<file path="src/rtl/wb_writer.sv">
// wb_writer: write-side front end for the general register file.
//
// Merges the in-order pipeline writeback (never back-pressured, always wins)
// and the multiply/divide unit result stream (valid/ready into a small
// circular queue) onto the register file's single registered write port.
// A pipeline write kills older queued entries to the same register, so the
// most recent writer wins.
//
// Ports:
//   clk, rst            clock; asynchronous active-low reset
//   p_addr/p_data/p_pc  pipeline writeback (p_addr[4:0]==0 means no write)
//   m_valid/m_ready     MDU result handshake
//   m_addr/m_data/m_pc  MDU result payload
//   qa, q_busy          hazard query: a live queued entry targets qa[4:0]
//   stall               request a pipeline writeback bubble
//   count               entries held in the queue (live + killed)
//   wa/wd/wpc           registered register-file write port
module wb_writer #(
    parameter int unsigned DEPTH      = 4,
    parameter int unsigned STARVE_MAX = 8
) (
    input  logic                     clk,
    input  logic                     rst,
    input  logic [5:0]               p_addr,
    input  logic [31:0]              p_data,
    input  logic [31:0]              p_pc,
    input  logic                     m_valid,
    output logic                     m_ready,
    input  logic [5:0]               m_addr,
    input  logic [31:0]              m_data,
    input  logic [31:0]              m_pc,
    input  logic [5:0]               qa,
    output logic                     q_busy,
    output logic                     stall,
    output logic [$clog2(DEPTH):0]   count,
    output logic [5:0]               wa,
    output logic [31:0]              wd,
    output logic [31:0]              wpc
);

    localparam int unsigned PW = $clog2(DEPTH);
    localparam int unsigned CW = PW + 1;
    localparam int unsigned AW = $clog2(STARVE_MAX + 1);

    logic [5:0]       addr_q [DEPTH];
    logic [31:0]      data_q [DEPTH];
    logic [31:0]      pc_q   [DEPTH];
    logic [DEPTH-1:0] valid_q;
    logic [DEPTH-1:0] kill_q;
    logic [PW-1:0]    head_q, tail_q;
    logic [CW-1:0]    count_q, count_d;
    logic [AW-1:0]    age_q, age_d;
    logic [5:0]       wa_q, wa_d;
    logic [31:0]      wd_q, wd_d;
    logic [31:0]      wpc_q, wpc_d;

    logic p_wr, empty, push, pop;

    assign p_wr    = (p_addr[4:0] != 5'd0);
    assign empty   = (count_q == '0);
    // Ready uses only the registered count: a same-cycle pop gives no credit.
    assign m_ready = (count_q < CW'(DEPTH));
    assign push    = m_valid && m_ready;

    // Write-port selection. Killed heads and zero-address heads are popped
    // without producing a write; wd/wpc hold whenever no write is emitted.
    always_comb begin
        pop   = 1'b0;
        wa_d  = '0;
        wd_d  = wd_q;
        wpc_d = wpc_q;
        if (p_wr) begin
            wa_d  = p_addr;
            wd_d  = p_data;
            wpc_d = p_pc;
        end else if (!empty) begin
            pop = 1'b1;
            if (!kill_q[head_q] && (addr_q[head_q][4:0] != 5'd0)) begin
                wa_d  = addr_q[head_q];
                wd_d  = data_q[head_q];
                wpc_d = pc_q[head_q];
            end
        end
    end

    always_comb begin
        count_d = count_q + CW'(push) - CW'(pop);
        if (empty || pop) begin
            age_d = '0;
        end else if (age_q < AW'(STARVE_MAX)) begin
            age_d = age_q + AW'(1);
        end else begin
            age_d = age_q;
        end
    end

    // The same-cycle push lands in a slot that is not yet valid, so it is
    // naturally excluded from the busy query.
    always_comb begin
        q_busy = 1'b0;
        for (int unsigned i = 0; i < DEPTH; i++) begin
            if (valid_q[PW'(i)] && !kill_q[PW'(i)] && (qa[4:0] != 5'd0) &&
                (addr_q[PW'(i)][4:0] == qa[4:0])) begin
                q_busy = 1'b1;
            end
        end
    end

    assign stall = (count_q == CW'(DEPTH)) || (age_q >= AW'(STARVE_MAX));

    always_ff @(posedge clk or negedge rst) begin
        if (!rst) begin
            for (int unsigned i = 0; i < DEPTH; i++) begin
                addr_q[PW'(i)] <= '0;
                data_q[PW'(i)] <= '0;
                pc_q[PW'(i)]   <= '0;
            end
            valid_q <= '0;
            kill_q  <= '0;
            head_q  <= '0;
            tail_q  <= '0;
            count_q <= '0;
            age_q   <= '0;
            wa_q    <= '0;
            wd_q    <= '0;
            wpc_q   <= '0;
        end else begin
            wa_q    <= wa_d;
            wd_q    <= wd_d;
            wpc_q   <= wpc_d;
            count_q <= count_d;
            age_q   <= age_d;
            // Kill only entries present at cycle start; the push below
            // targets a slot that was invalid and clears its kill flag.
            if (p_wr) begin
                for (int unsigned i = 0; i < DEPTH; i++) begin
                    if (valid_q[PW'(i)] && (addr_q[PW'(i)][4:0] == p_addr[4:0])) begin
                        kill_q[PW'(i)] <= 1'b1;
                    end
                end
            end
            if (pop) begin
                valid_q[head_q] <= 1'b0;
                kill_q[head_q]  <= 1'b0;
                head_q          <= head_q + PW'(1);
            end
            if (push) begin
                addr_q[tail_q]  <= m_addr;
                data_q[tail_q]  <= m_data;
                pc_q[tail_q]    <= m_pc;
                valid_q[tail_q] <= 1'b1;
                kill_q[tail_q]  <= 1'b0;
                tail_q          <= tail_q + PW'(1);
            end
        end
    end

    assign count = count_q;
    assign wa    = wa_q;
    assign wd    = wd_q;
    assign wpc   = wpc_q;

endmodule

</file>
<file path="config.mk">
export PLATFORM = sky130hd
export DESIGN_NAME = wb_writer
export DESIGN_NICKNAME = d
export VERILOG_FILES = /design/src/rtl/wb_writer.sv
export SDC_FILE = /design/constraint.sdc
export NUM_CORES = 1
export LEC_CHECK = 0
export CAP_MARGIN = 20
export CORE_MARGIN = 2
export CORE_UTILIZATION = 56
export CTS_CLUSTER_SIZE = 10
export DETAILED_ROUTE_END_ITERATION = 7
export HOLD_SLACK_MARGIN = 0.12
export PLACE_DENSITY = 0.9
export SETUP_SLACK_MARGIN = 0.2
export SLEW_MARGIN = 5
export SYNTH_ARGS = -nofsm -noshare
export SYNTH_HDL_FRONTEND = slang
export SYNTH_SLANG_ARGS = --single-unit
</file>
<file path="constraint.sdc">
create_clock -name clk -period 2.8 [get_ports clk]
set_input_delay 0.42 -clock clk [delete_from_list [all_inputs] [get_ports clk]]
set_output_delay 0.42 -clock clk [all_outputs]
set_load 0.02 [all_outputs]
</file>
Word-level counts from Yosys, hierarchy flattened
Cells that the tools add are included.
{"block": "totals", "ff_bits": 369, "inputBits": 149, "word_cells": 137}
{"block": "op_classes", "n_addsub": 5, "magnitude_cmp": 10, "n_eq_ne": 10, "muxes": 48, "bitwise_logic": 8, "reduce_logical": 35}
{"op": "2-to-1 mux 32 bit", "count": 11}
{"op": "bitwise mux 128 bit", "count": 2}
{"op": "binary-select mux 32 bit (select 2 bit)", "count": 2}
{"op": "demux 32 bit (select 2 bit)", "count": 1}
{"op": "equality test 5 bit", "count": 8}
{"op": "2-to-1 mux 6 bit", "count": 6}
{"op": "2-to-1 mux 4 bit", "count": 7}
{"op": "bitwise mux 24 bit", "count": 1}
{"op": "logical AND 1 bit", "count": 21}
{"op": "nonzero test 5 bit", "count": 3}
{"op": "2-to-1 mux 1 bit", "count": 13}
{"op": "bitwise AND 4 bit", "count": 3}
{"op": "binary-select mux 6 bit (select 2 bit)", "count": 1}
{"op": "demux 6 bit (select 2 bit)", "count": 1}
{"op": "inverter 4 bit", "count": 2}
{"op": ">= comparator 3 bit (second input constant)", "count": 2}
{"op": "less-than comparator 2 x 3 -> 1 bit (second input constant)", "count": 2}
{"op": "inverter 2 -> 3 bit", "count": 2}
{"op": "zero test 1 bit", "count": 5}
{"op": "adder 2 x 1 -> 2 bit (second input constant)", "count": 2}
{"op": "adder 4 x 1 -> 4 bit (second input constant)", "count": 1}
{"op": "demux 1 bit (select 2 bit)", "count": 2}
{"op": ">= comparator 2 x 1 -> 1 bit (second input constant)", "count": 2}
{"op": ">= comparator 4 bit (second input constant)", "count": 1}
{"op": "13 further kinds", "count": 15}

Longest topological paths before layout
Gate-level depths: netlist of run 1.
{"block": "logic_depth", "word_depth": 9, "mapped_depth": 12}

Least setup slack after synthesis of run 1
No wires, ideal clock.
{"block": "synth_timing", "path_kind": "input-to-reg", "from": "input port p_addr[0]", "to": "register count_q[2], in the netlist count[2]", "arrival_time_ps": 2695, "slack_ps": -29, "cell_stages": 12, "n_path_buf": 2, "path_cell_list": "clkbuf_1 nor3_1 nand2_1 clkbuf_1 nor2_1 ha_1 inv_1 ha_1 inv_1 fa_1 xnor2_1 xnor2_1"}
{"block": "synth_via", "elab_chain_cells": 3}
{"element": "from (decl)", "line_no": "24", "source": "input logic [5:0] p_addr,"}
{"element": "nonzero test 5 bit", "line_no": "59", "source": "assign p_wr = (p_addr[4:0] != 5'd0);"}
{"element": "2-to-1 mux 1 bit", "line_no": "72", "source": "if (p_wr) begin"}
{"element": "via pop", "line_no": "57", "source": "logic p_wr, empty, push, pop;"}
{"element": "subtractor 3 x 1 -> 3 bit", "line_no": "87", "source": "count_d = count_q + CW'(push) - CW'(pop);"}
{"element": "via count_d[2]", "line_no": "51", "source": "logic [CW-1:0] count_q, count_d;"}
{"element": "to (signal assigned)", "line_no": "131", "source": "count_q <= count_d;"}
{"element": "to (decl)", "line_no": "51"}
The timed path passes the listed nets, and every way through them passes these cells.
A chain may end at the register's enable or synchronous reset.

Worst setup path after layout of run 1
{"block": "layout_timing", "from": "input port qa[4]", "to": "output port q_busy"}
{"block": "layout_via", "elab_chain_cells": 7, "elab_cells_between_ends": 17, "cone_classes": "eq/ne: 4; mux: 4; reduce/logical: 9"}
{"element": "from (decl)", "line_no": "32", "source": "input logic [5:0] qa,"}
{"element": "nonzero test 5 bit", "line_no": "102", "source": "if (valid_q[PW'(i)] && !kill_q[PW'(i)] && (qa[4:0] != 5'd0) &&"}
{"element": "logical AND 1 bit (2 in a row)", "line_no": "102"}
{"element": "2-to-1 mux 1 bit (3 in a row)", "line_no": "102"}
{"element": "2-to-1 mux 1 bit *", "line_no": "102"}
{"element": "to (decl)", "line_no": "33", "source": "output logic q_busy,"}
Every way passes the cells marked *; elsewhere a longest branch is shown, timed or not.

==> impl_results.md, run 1 <==
- Status: completed
- Core footprint: 31500 um^2
- Crit. End Element: output pin
- Htree depth: 2
- Maximum operating frequency: 408 MHz
- Post-Syn Area: 17900 um^2
- Placed Cells incl. Taps: 1849
- Switching share of power: 32.4%
- Vias per cell: 6.09
- Final HPWL DP: 27700 um
- Sequential Power Share: 40.1%
- Sum Neg Setup Slack: 0 ns
- Clk buf depth: 3
- Setup violators final: 0
- Met1 Track Usage GR: 33.3%
- Maximum vdd drop: 0.000843 V
- Root Buffer: clkbuf_16
- TritonCTS clock tree: done
- Data required, critical path: 2.38 ns
- CTS Buf Count: 43
- Initial antenna violation count: 5
- Post-Route WL: 42400 um
- Initial Util: 56.9%
- Fin crit period: 2.45 ns
- Synth unique cells: 37
- Setup WS post-layout: 0.347 ns
- Vias in the first global route: 12932
- Die width: 183 um
- NetSw: 0.00737 W
- Comb pwr share: 38.2%
- Critical path fanouts, max: 5
- Met2 Use GR: 46.4%
- # Max-Cap Violations: 0
- Final core area utilization: 69.7%
- Worst slew margin: 27.3%
- Final hold violation count: 0
- Leak Pwr: 8.85 nW
- Kind of critical path: input pin to output pin
- Yosys warnings: 0
- First-pass GRT wire length: 69300 um
- Non-Filler Instances: 1907
- Detailed-route DRC error count: 0
- Sink Count: 369
- Crit share post-route: 87.6%
- GR Overflow Total: 0
- Site Rows: 65
- Post-Synthesis Mean Instance Area: 14.0 um^2
- RSZ-0062 raised after global routing: no
- Area grow syn2layout: 22.5%
- CP arrival: 2.03 ns
- GR peak layer: met2
- Worst Max-Slew Pin Slew: 1.09 ns
- Post-synth top area share: 51.6%
- Cell Int Power: 0.0154 W
- Initial DRC Count: 581
- Mapped Nets: 1445
- Share of layout cells above drive strength 1: 38.8%
- DR WL/cell: 22.3 um
- Gr usage total: 26.1%
- Clk slew on worst S/H paths: 0.05 ns
- Yosys reg bits: 369
- Die H: 183 um
- GPL Wtd Cong: 0.899
- Number of I/O pins: 225
- Cells after Synth: 1283
- Pre-CTS WS: -0.139 ns
- TritonRoute pass-1 iters: 5
- Max Slew Vio Count: 0
- Largest net degree at the start of global routing: 91
- Post-DRT Antenna Nets: 0
- Met3 Resource Use GR: 4.57%
- PortBufs: 223
- Via count: 11621
- Hold WS: 0.467 ns
- Area contributors post-synth: dfrtp_1 (52%), mux2_2 (18%), mux4_2 (8.9%)
- Tightest Hold Check Type: input pin to asynchronous set/reset pin
- Worst setup SP type: input pin
- Fin Clk Skew: 0.0115 ns
- DIE AREA: 33400 um^2
- Worst-Skew Late Latency: 0.52 ns
- Seq/Total Area, Yosys: 51.6%
- Clock share of power: 21.7%
- Worst-case reg-to-reg path depth: 6
- Cell taking the most area after synthesis: dfrtp_1
- Nets: 1655
- Pwr dens: 1040 nW/um^2
==> registers in the layout (all words and copies together) (netlist names) <==
| signal | flops |
|---|---|
| addr_q | 24 |
| age_q | 4 |
| count | 3 |
| data_q | 128 |
| head_q | 2 |
| kill_q | 4 |
| pc_q | 128 |
| tail_q | 2 |
| valid_q | 4 |
| wa | 6 |
| wd | 32 |
| wpc | 32 |
==> metrics by stage <==
stage	cell area, um^2	total power (W)
2_1_floorplan	17900	0.0153
3_3_place_gp	20700	0.0173
3_5_place_dp	20700	0.0178
4_1_cts	21900	0.0228
5_1_grt	21900	0.0239
6_report	21900	0.0227
==> cell families after synthesis <==
kind of cell               Yosys count  share of synthesized area (%)
and+or+nand+nor                    369                           14.3
xor gates and xnor gates            46                           2.25
buffers and inverters              115                           3.47
adders and majority gates           13                          0.951
DFF                                369                           51.6
muxes                              352                           26.6
AOI/OAI and AO/OA                   19                          0.846
==> power by group through the flow <==
| stage | Clock (W) | Combinational, W | Sequential (W) |
|---|---|---|---|
| finish | 0.00493 | 0.00868 | 0.00911 |
| global route | 0.00524 | 0.00929 | 0.00938 |
| CTS | 0.00501 | 0.00875 | 0.00909 |
| detailed placement | 0 | 0.00867 | 0.00914 |
| global placement | 0 | 0.00840 | 0.00894 |
| floorplan | 0 | 0.00661 | 0.00871 |
==> Yosys cell counts (all sizes together) <==
| master | count |
|---|---|
| mux4 | 71 |
| nor4b | 4 |
| and3 | 4 |
| xor2 | 21 |
| inv | 11 |
| and2 | 2 |
| ha | 12 |
| mux2i | 1 |
| a32o | 1 |
| nor3 | 201 |
| nand2 | 12 |
| mux2 | 280 |
| o21ai | 2 |
| a41o | 4 |
| xnor2 | 25 |
| a31oi | 1 |
| nor2b | 2 |
| nand4 | 4 |
| nor2 | 70 |
| fa | 1 |
| a21o | 6 |
| a22o | 4 |
| nor4 | 69 |
| clkbuf | 69 |
| dfrtp | 369 |
| buf | 35 |
| or3 | 1 |
| a21oi | 1 |
==> cells in the final DEF (no fill, tap or decap), types with 3 or more instances in the layout <==
master | Yosys | layout
mux4_2 | 71 | 71
a21o_1 | 6 | 6
clkbuf_1 | 69 | 6
nor2_1 | 69 | 68
xnor2_1 | 25 | 25
nor3_2 | 62 | 62
buf_12 | 7 | 20
and3_1 | 4 | 4
nor4_1 | 9 | 9
nand2_1 | 12 | 6
clkdlybuf4s50_1 | 0 | 218
dlygate4sd2_1 | 0 | 3
nor3_1 | 139 | 139
dfrtp_1 | 369 | 367
nand4_1 | 4 | 4
nand2_4 | 0 | 5
buf_4 | 1 | 25
clkbuf_16 | 0 | 45
nor4b_2 | 0 | 3
inv_1 | 11 | 11
xor2_1 | 21 | 21
a22o_1 | 4 | 4
ha_1 | 12 | 12
diode_2 | 0 | 4
nor4_2 | 60 | 60
mux2_2 | 280 | 280
a41o_1 | 4 | 4
==> layer usage <==
layer,vias up,wire (um)
li1,5138,-
met1,6077,17400
met2,332,22000
met3,72,2210
met4,2,863
met5,-,13
==> critical path, cell delays in order <==
cell	delay, ns
clkdlybuf4s50_1	0.46
buf_4	0.16
xnor2_1	0.13
nand4_1	0.12
nor4b_1	0.33
nor4_1	0.11
a21oi_1	0.13
clkbuf_2	0.18
==> worst paths after layout <==
| path | start | endpoint | slack [ns] |
|---|---|---|---|
| max in group asynchronous | rst | data_q[125] | 1.47 |
| min in group clk | pc_q[27] | pc_q[27] | 0.50 |
| max | qa[4] | q_busy | 0.35 |
| max reg2reg | head_q[0] | wd[31] | 0.47 |
| min reg2reg | pc_q[27] | pc_q[27] | 0.50 |
| min | rst | age_q[1] | 0.47 |
==> final cells by class <==
class                           instances  area (um^2)
Fill cell                            2062         9540
Sequential cell                       369         9240
Multi-Input combinational cell        799         8120
Timing Repair Buffer                  269         2830
Clock buffer                           52         1160
Tap cell                              402          503
Inverter                               11         41.3
Clock inverter                          1         30.0
Antenna cell                            4         10.0
==> what timing repair did <==
item | 4_1_cts | 5_1_grt
setup endpoints to repair | 1 | 1
endpoints found under the hold margin | 66 | 0
gates cloned | 0 | 0
buffers inserted | 0 | 0
hold buffers | 1 | 0
resized for setup | 5 | 4
No activity file was read; power rests on OpenSTA's default activity.
==> run 2, diff against run 1 <==
--- a/config.mk
+++ b/config.mk
@@ -12,6 +12,7 @@
 export DETAILED_ROUTE_END_ITERATION = 7
 export HOLD_SLACK_MARGIN = 0.12
 export PLACE_DENSITY = 0.9
+export RECOVER_POWER = 25
 export SETUP_SLACK_MARGIN = 0.2
 export SLEW_MARGIN = 5
 export SYNTH_ARGS = -nofsm -noshare
==> run 2 against run 1 <==
Compared with the run above: sequential share of layout area hardly changed; core utilization is essentially flat; first-iteration DRC count stayed put; count of clock-buffer cells in the layout unchanged; sequential cell count unchanged; register-to-register slack about the same; clock skew hardly changed; the run now ends with capacitance limit, slew limit left; hold slack better by 0.031 ns; final cell count did not move; critical path depth is the same; critical endpoint unchanged; fmax unchanged.
==> impl_results.md, run 2 (synthesized netlist as in run 1, its figures left out) <==
- Root Buffer: clkbuf_16 (unchanged)
- DR WL/cell: 22.3 um (about the same)
- Sink Count: 369 (unchanged)
- Largest net degree at the start of global routing: 91 (unchanged)
- Worst-Skew Late Latency: 0.52 ns (about the same)
- Crit path depth: 8 (unchanged)
- GPL Wtd Cong: 0.899 (unchanged)
- Critical path fanouts, max: 5 (unchanged)
- Leak Pwr: 8.85 nW (about the same)
- Cell-by-cell listing of the critical path: clkdlybuf4s50_1 -> buf_4 -> xnor2_1 -> nand4_1 -> nor4b_1 -> nor4_1 -> a21oi_1 -> clkbuf_2 (unchanged)
- Share of layout cells above drive strength 1: 38.8% (unchanged)
- Worst-case reg-to-reg path depth: 6 (unchanged)
- RSZ-0062 raised after global routing: no (unchanged)
- Critical Path Start: qa[4] (unchanged)
- Worst slew margin: -30.6% (was 27.3%)
- Pwr Total: 0.0227 W (about the same)
- Via count: 11625 (was 11621)
- Vias in the first global route: 12932 (unchanged)
- Delay-heaviest family, CP: buffers and inverters (unchanged)
- Htree depth: 2 (unchanged)
- Most frequent cells in the layout: dfrtp_1 (367), mux2_2 (280), clkdlybuf4s50_1 (218) (unchanged)
- Worst Max-Slew Pin Slew: 1.96 ns (was 1.09 ns)
- GR Overflow Total: 0 (unchanged)
- Worst setup SP type: input pin (unchanged)
- Initial antenna violation count: 5 (unchanged)
- Post-Route WL: 42400 um (about the same)
- Kind of critical path: input pin to output pin (unchanged)
- Failing checks: capacitance limit, slew limit
- Worst-path cell with the longest stage delay: clkdlybuf4s50_1 (unchanged)
- Maximum operating frequency: 408 MHz (unchanged)
- CP arrival: 2.03 ns (about the same)
- Hold Crit Start: pc_q[27]
- Post-DRT Antenna Nets: 0 (unchanged)
- Critical R2R Launch: head_q[0] (unchanged)
- Die H: 183 um (unchanged)
- Initial Util: 56.9% (unchanged)
- Tightest Hold Check Type: flop to flop (was input pin to asynchronous set/reset pin)
- Design area: 21900 um^2 (about the same)
- Dpl cell area: 20700 um^2 (unchanged)
- Data required, critical path: 2.38 ns (about the same)
- Vias per cell: 6.10 (was 6.09)
- WL met2: 22000 um (about the same)
- Met3 WL post-DR: 2210 um (about the same)
- Clk slew on worst S/H paths: 0.05 ns (about the same)
- PortBufs: 223 (unchanged)
- Clk buf depth: 3 (unchanged)
- Worst path bufs/invs: 3 (unchanged)
- Nets: 1655 (unchanged)
- Final hold violation count: 0 (unchanged)
- Site Rows: 65 (unchanged)
- CP max stage delay: 0.46 ns (about the same)
- Number of I/O pins: 225 (unchanged)
- DIE AREA: 33400 um^2 (unchanged)
- Pwr dens: 1040 nW/um^2 (about the same)
- Setup violators final: 0 (unchanged)
- Hold Path Depth: 1
- Top sig layer: met5 (unchanged)
- Detailed-route DRC error count: 0 (unchanged)
- Final core area utilization: 69.6% (was 69.7%)
- Area grow syn2layout: 22.5% (about the same)
- Setup Buffers After CTS: 0 (unchanged)
- Maximum vdd drop: 0.000843 V (about the same)
- Sum Neg Setup Slack: 0 ns (unchanged)
- Die width: 183 um (unchanged)
- Status: finished, violations left (was completed)
- TritonCTS clock tree: done (unchanged)
- Gr usage total: 26.1% (unchanged)
- TritonRoute pass-1 iters: 5 (unchanged)
- Core footprint: 31500 um^2 (unchanged)
- Commonest non-fill, non-tap cell in the layout: dfrtp_1 (unchanged)
- Largest regs: data_q x128, pc_q x128 (unchanged)
- # Max-Cap Violations: 1 (was 0)
- First-pass GRT wire length: 69300 um (unchanged)
- Initial DRC Count: 581 (unchanged)
- Wire length on met1: 17400 um (about the same)
- Crit share post-route: 87.6% (unchanged)
- Max Slew Vio Count: 71 (was 0)
- Crit. End Element: output pin (unchanged)
- Final HPWL DP: 27700 um (unchanged)
- Fin Clk Skew: 0.0115 ns (about the same)
- CTS Buf Count: 43 (unchanged)
- Fin crit period: 2.45 ns (unchanged)
-- run 2: changes by cell type in the layout (fill, tap and decap cells not counted) --
cell,previous run,this run
buf_8,1,0
clkbuf_2,1,2
-- run 2: layout make-up --
cell class,instances,area (um^2)
Antenna cell,4,10.0
Clock buffer,52,1160
Clock inverter,1,30.0
Fill cell,2063,9550
Inverter,11,41.3
Multi-Input combinational cell,799,8120
Sequential cell,369,9240
Tap cell,402,503
Timing Repair Buffer,269,2820
-- run 2: metrics by stage --
| stage | worst slack [ns] | hold slack, ns | std cells |
|---|---|---|---|
| 5_1_grt | 0.213 | 0.506 | 1906 |
| 2_1_floorplan | 0.208 | 0.124 | 1283 |
| 6_report | 0.347 | 0.497 | 1907 |
| 3_5_place_dp | -0.139 | 0.431 | 1849 |
| 4_1_cts | 0.216 | 0.487 | 1903 |
| 3_3_place_gp | -0.112 | 0.425 | 1849 |
-- run 2: power by group --
part           total (W)  internal [W]  switching [W]  leakage, nW
sequential       0.00911       0.00764        0.00147         4.40
clock            0.00493       0.00296        0.00197        0.583
combinational    0.00868       0.00476        0.00392         3.87
total             0.0227        0.0154        0.00737         8.85
-- run 2: final timing paths --
| check | to | slack [ns] |
|---|---|---|
| max | q_busy | 0.35 |
| min | pc_q[27] | 0.50 |
| max reg2reg | wd[31] | 0.47 |
| min reg2reg | pc_q[27] | 0.50 |
| max in group asynchronous | data_q[125] | 0.55 |
| min in group asynchronous | age_q[1] | 0.99 |
-- run 2: what timing repair did --
item                                    4_1_cts  5_1_grt
endpoints found under the hold margin        66        0
gates resized for setup                       5        4
endpoints found under the setup margin        1        1
hold buffers                                  1        0
-- run 2: worst reg2reg max path: stages (launching register included) --
cell and delay (ns):
dfrtp_4 0.51, mux4_2 0.55, nor3_2 0.23, and2_4 0.21, buf_12 0.25, nor3_1 0.13, nor4_1 0.34
-- run 2: metal layers --
layer,global-route usage (%),up-vias
met1,33.3,6081
met5,0,-
met4,7.26,2
met2,46.4,332
met3,4.57,72
li1,-,5138
